## config.mk

```make
export PLATFORM = sky130hd
export DESIGN_NAME = reg_file_port
export DESIGN_NICKNAME = d
export VERILOG_FILES = /design/src/rtl/reg_file_port.sv
export SDC_FILE = /design/constraint.sdc
export NUM_CORES = 2
export LEC_CHECK = 0
export BUFFER_PORTS_ARGS = -buffer_cell sky130_fd_sc_hd__buf_4
export CAP_MARGIN = 20
export CORE_UTILIZATION = 55
export DETAILED_ROUTE_END_ITERATION = 12
export HOLD_SLACK_MARGIN = 0.06
export PLACE_DENSITY_LB_ADDON = 0.08
export SETUP_SLACK_MARGIN = 0.3
export SLEW_MARGIN = 30
export SYNTH_ARGS = -nofsm -noshare
export SYNTH_HDL_FRONTEND = slang
export SYNTH_SLANG_ARGS = --single-unit
```

## constraint.sdc

```tcl
create_clock -name clk -period 35.2 [get_ports clk]
set_input_delay 5.28 -clock clk [delete_from_list [all_inputs] [get_ports clk]]
set_output_delay 5.28 -clock clk [all_outputs]
set_load 0.1 [all_outputs]
```

## src/rtl/reg_file_port.sv

```systemverilog
// Two-read/one-write register file over byte addresses, register 0 hardwired
// to zero, with a one-register-per-cycle clear sequence and a sticky alignment flag.
module reg_file_port #(
  parameter int WORD_WIDTH = 32,
  parameter int ADDR_WIDTH = 7,
  parameter int NUM_REGS   = 32
) (
  input  logic                  clk,
  input  logic                  rst,
  input  logic [ADDR_WIDTH-1:0] rs1_addr,
  input  logic [ADDR_WIDTH-1:0] rs2_addr,
  input  logic                  rd_req,
  output logic                  rd_valid,
  output logic [WORD_WIDTH-1:0] rs1_data,
  output logic [WORD_WIDTH-1:0] rs2_data,
  input  logic [ADDR_WIDTH-1:0] rd_addr,
  input  logic                  wr_en,
  input  logic [WORD_WIDTH-1:0] wr_data,
  input  logic                  clr_req,
  output logic                  busy,
  output logic                  addr_err
);

  localparam int IW = $clog2(NUM_REGS);

  typedef enum logic {
    IDLE,
    CLEAR
  } state_t;

  state_t state;
  state_t state_nx;

  logic [IW-1:0]         cnt;
  logic [WORD_WIDTH-1:0] regs [NUM_REGS];

  logic [IW-1:0] rs1_idx;
  logic [IW-1:0] rs2_idx;
  logic [IW-1:0] wr_idx;
  logic          rs1_mis;
  logic          rs2_mis;
  logic          wr_mis;
  logic          idle;
  logic          clr_go;
  logic          rd_go;
  logic          wr_go;
  logic          wr_ok;
  logic          err_set;
  logic          cnt_done;

  logic [WORD_WIDTH-1:0] rs1_nx;
  logic [WORD_WIDTH-1:0] rs2_nx;

  assign rs1_idx = rs1_addr[IW+1:2];
  assign rs2_idx = rs2_addr[IW+1:2];
  assign wr_idx  = rd_addr[IW+1:2];
  assign rs1_mis = |rs1_addr[1:0];
  assign rs2_mis = |rs2_addr[1:0];
  assign wr_mis  = |rd_addr[1:0];

  // A clear request outranks any read or write presented on the same edge.
  assign idle     = (state == IDLE);
  assign clr_go   = idle & clr_req;
  assign rd_go    = idle & rd_req & ~clr_req;
  assign wr_go    = idle & wr_en & ~clr_req;
  assign wr_ok    = wr_go & ~wr_mis & (wr_idx != '0);
  assign err_set  = (rd_go & (rs1_mis | rs2_mis))
                  | (wr_go & wr_mis);
  assign cnt_done = (cnt == IW'(NUM_REGS - 1));

  always_comb begin
    state_nx = state;
    busy     = 1'b0;
    unique case (state)
      IDLE: begin
        if (clr_req) state_nx = CLEAR;
      end
      CLEAR: begin
        busy = 1'b1;
        if (cnt_done) state_nx = IDLE;
      end
      default: state_nx = IDLE;
    endcase
  end

  // Write-first: a same-edge write to the read index is forwarded.
  always_comb begin
    rs1_nx = '0;
    rs2_nx = '0;
    if (!rs1_mis) begin
      if (wr_ok && (wr_idx == rs1_idx)) rs1_nx = wr_data;
      else                              rs1_nx = regs[rs1_idx];
    end
    if (!rs2_mis) begin
      if (wr_ok && (wr_idx == rs2_idx)) rs2_nx = wr_data;
      else                              rs2_nx = regs[rs2_idx];
    end
  end

  always_ff @(posedge clk or posedge rst) begin
    if (rst) begin
      state <= IDLE;
      cnt   <= '0;
    end else begin
      state <= state_nx;
      if (state == CLEAR) begin
        cnt <= cnt_done ? '0 : cnt + 1'b1;
      end
    end
  end

  always_ff @(posedge clk or posedge rst) begin
    if (rst) begin
      for (int i = 0; i < NUM_REGS; i++) regs[i] <= '0;
    end else if (state == CLEAR) begin
      regs[cnt] <= '0;
    end else if (wr_ok) begin
      regs[wr_idx] <= wr_data;
    end
  end

  always_ff @(posedge clk or posedge rst) begin
    if (rst) begin
      rd_valid <= 1'b0;
      rs1_data <= '0;
      rs2_data <= '0;
    end else begin
      rd_valid <= rd_go;
      if (rd_go) begin
        rs1_data <= rs1_nx;
        rs2_data <= rs2_nx;
      end
    end
  end

  always_ff @(posedge clk or posedge rst) begin
    if (rst) begin
      addr_err <= 1'b0;
    end else if (clr_go) begin
      addr_err <= 1'b0;
    end else if (err_set) begin
      addr_err <= 1'b1;
    end
  end

endmodule

```

==> metrics.log <==
[metrics] antenna violations before repair: 13
[metrics] maximum fanout count along the critical path: 52
[metrics] worst setup path class: primary input to flip-flop
[metrics] share of Yosys cell area claimed by the top area cell type: 0.498
[metrics] nets: 3779
[metrics] fin cells: 5106
[metrics] kind of start point of the critical path: primary input
[metrics] number of antenna-violating nets in the routed design: 0
[metrics] DRT Pass-1 Iters: 6
[metrics] placeable core area: 98700 um2
[metrics] latest clock arrival within the worst-skew pair: 0.73 ns
[metrics] most common cell in the netlist: dfrtp_1
[metrics] Gates resized, CTS repair: 0
[metrics] GP Congestion: 0.882
[metrics] total routing resource utilization after global routing: 0.421
[metrics] DRC violation count after routing: 0
[metrics] cell family contributing the most delay on the critical path: buffers and inverters
[metrics] leading post-synthesis cells by instance count: dfrtp_1, a22o_1, mux4_2
[metrics] first-pass GRT wire length: 309000 um
[metrics] synthesized instance count: 3876
[metrics] detail-routed net length per standard cell: 41.4 um
[metrics] die span in x: 318 um
[metrics] buffer levels on the longest clock path: 3
[metrics] Inst Count DP: 4881
[metrics] Synth area leaders: dfrtp_1, mux4_2, a22o_1, clkbuf_1, a22oi_1
[metrics] dominant register cell in the synthesized netlist: dfrtp_1
[metrics] sequential share of the synthesized area: 0.498
[metrics] via/cell ratio: 8.30
[metrics] number of DRC markers after the initial detailed-route iteration: 6176
[metrics] CTS tree: yes
[metrics] Final Setup Violations: 0
[metrics] Crit path arrival time: 9.63 ns
[metrics] number of distinct library cells after synthesis: 47
[metrics] Leakage: 27.2 nW
[metrics] total negative setup slack: 0 ns
[metrics] # Post-CTS Setup Buffers: 0
[metrics] fin util: 0.622
[metrics] endpoints failing hold: 0
[metrics] crit share post-route: 0.256
[metrics] result of the run: finished clean
[metrics] critical-path cell list: buf_8 > buf_4 > buf_6 > buf_4 > mux4_2 > mux4_2 > a211o_1
[metrics] number of max-cap violations: 0
[metrics] number of buffers inserted during clock tree synthesis: 117
[metrics] die area: 101000 um2
[metrics] transition time of the tightest slew-check pin: 1.08 ns
[metrics] maximum clock frequency: 0.111 GHz
[metrics] pins over their slew limit: 0
[metrics] fraction of final layout cells sized beyond drive strength 1: 0.272
[metrics] library cell with the largest summed area after synthesis: dfrtp_1
[metrics] count of input and output buffers: 124
[metrics] vias in the first global route: 43600
[metrics] instance area after placement: 57300 um2
[metrics] top-level I/O count: 125
[metrics] total via count in the routed design: 42400
[metrics] flop and latch count out of synthesis: 1096
[metrics] peak ir drop on the vdd network: 40.0 uV
[metrics] RSZ-0062 raised after global routing: no
[metrics] Relative slew margins: 0.282
[metrics] synthesized cell area: 55100 um2
[metrics] CTS H-tree lvls: 3
[metrics] total global routing overflow: 0
[metrics] biggest cell delay along the critical path: 0.83 ns
[metrics] number of nets in the synthesized netlist: 3939
[metrics] power per standard cell area: 48.6 nW/um2
[metrics] average size of a mapped cell: 14.2 um2
[metrics] count of flip-flops with a built-in enable after synthesis: 0
[metrics] total wire length after detailed routing: 211000 um
[metrics] clock skew: 0.0254 ns
[metrics] initial cell density of the core: 0.558
[metrics] HPWL after detailed placement: 115000 um
[metrics] Required @ worst endpoint: 35.81 ns
[metrics] Yosys warnings: 0
[metrics] proportion of synthesized flip-flops having asynchronous set or reset: 1.00
[metrics] CP endpoint kind: flip-flop
[metrics] cell at the slowest stage of the critical path: buf_4
[metrics] vertical die dimension: 318 um
[metrics] master cell of the clock root buffer: clkbuf_16
[metrics] post-route design area: 61400 um2
[metrics] total number of placement rows: 115
[metrics] clock slew at reported path FFs: 0.07 ns
[metrics] post-layout minimum cycle time: 9.02 ns
[metrics] cts hold-fix bufs: 0
[metrics] largest net degree at the start of global routing: 126
[metrics] number of buffers and inverters on the critical path: 4
[metrics] Syn-to-layout area delta: 11.5%
[metrics] path class of the lowest-slack min-delay path: flip-flop to flip-flop
[metrics] Clock Sinks: 1096
==> metrics by stage <==
step | worst slack [ns] | hold slack [ns] | total power, mW
after floorplan | 14.80 | 0.467 | 1.53
after detailed placement | 25.09 | 0.494 | 1.70
after global routing | 25.81 | 0.519 | 3.04
after CTS | 25.81 | 0.510 | 2.97
final | 26.18 | 0.509 | 2.98
after global placement | 25.03 | 0.483 | 1.69
==> logic make-up (layout without fill, tap and decap cells) <==
logic type / Yosys count / in the layout / share of synthesized area
AOI/OAI and AO/OA: 1414 / 1414 / 0.214
xor gates and xnor gates: 10 / 10 / 0.00159
adders and majority gates: 5 / 5 / 0.00114
buffers and inverters: 539 / 477 / 0.0390
DFF: 1096 / 1096 / 0.498
muxes: 601 / 601 / 0.224
other: 0 / 5 / 0
and+or+nand+nor: 211 / 211 / 0.0221
==> layer usage <==
layer,GRT usage,wire (um),vias up
li1,-,-,15500
met1,0.562,76000,22400
met2,0.594,91700,3716
met3,0.170,32200,749
met4,0.219,11400,14
met5,0.000946,79,-
==> placed cells by master, fill, tap and decap left out, drive strengths merged, types with 27 or more instances in the layout <==
| cell | Yosys | routed |
|---|---|---|
| dfrtp | 1096 | 1096 |
| clkinv | 1 | 27 |
| a211o | 39 | 39 |
| buf | 99 | 250 |
| mux4 | 504 | 504 |
| a21oi | 121 | 121 |
| nor3 | 47 | 47 |
| a22oi | 131 | 131 |
| or3 | 27 | 27 |
| clkbuf | 431 | 174 |
| a22o | 1056 | 1056 |
| and2 | 39 | 39 |
| mux2i | 96 | 96 |
| nor2 | 39 | 39 |
| a221oi | 48 | 48 |
==> where the power goes <==
group	total, mW	switching (mW)	leakage, nW	internal (mW)
clock network	1.29	0.531	1.98	0.763
registers	1.29	0.0178	15.3	1.27
logic	0.396	0.306	9.92	0.0892
total	2.98	0.855	27.2	2.13
==> worst paths after layout <==
| path | from | endpoint | slack (ns) | cells past startpoint |
|---|---|---|---|---|
| setup / recovery | rs2_addr[2] | rs2_data[13] | 26.18 | 7 |
| hold / removal | regs[1019] | regs[1019] | 0.51 | 1 |
| setup reg to reg | state | regs[951] | 31.03 | 7 |
| hold reg to reg | regs[1019] | regs[1019] | 0.51 | 1 |
| max in group asynchronous | rst | regs[923] | 26.43 | 8 |
| min in group asynchronous | rst | regs[646] | 4.72 | 2 |
==> registers in the layout, summed over array words and instances (netlist names) <==
name and count:
addr_err 1, cnt 5, rd_valid 1, regs 1024
rs1_data 32, rs2_data 32, state 1
==> layout make-up <==
type	count	area, um2
Antenna cell	5	12.5
Clock buffer	173	3450
Clock inverter	44	548
Fill cell	7150	37300
Inverter	9	37.5
Multi-Input combinational cell	2241	26200
Sequential cell	1096	27400
Tap cell	1287	1610
Timing Repair Buffer	251	2120
Power figures use the tool's default switching activity.
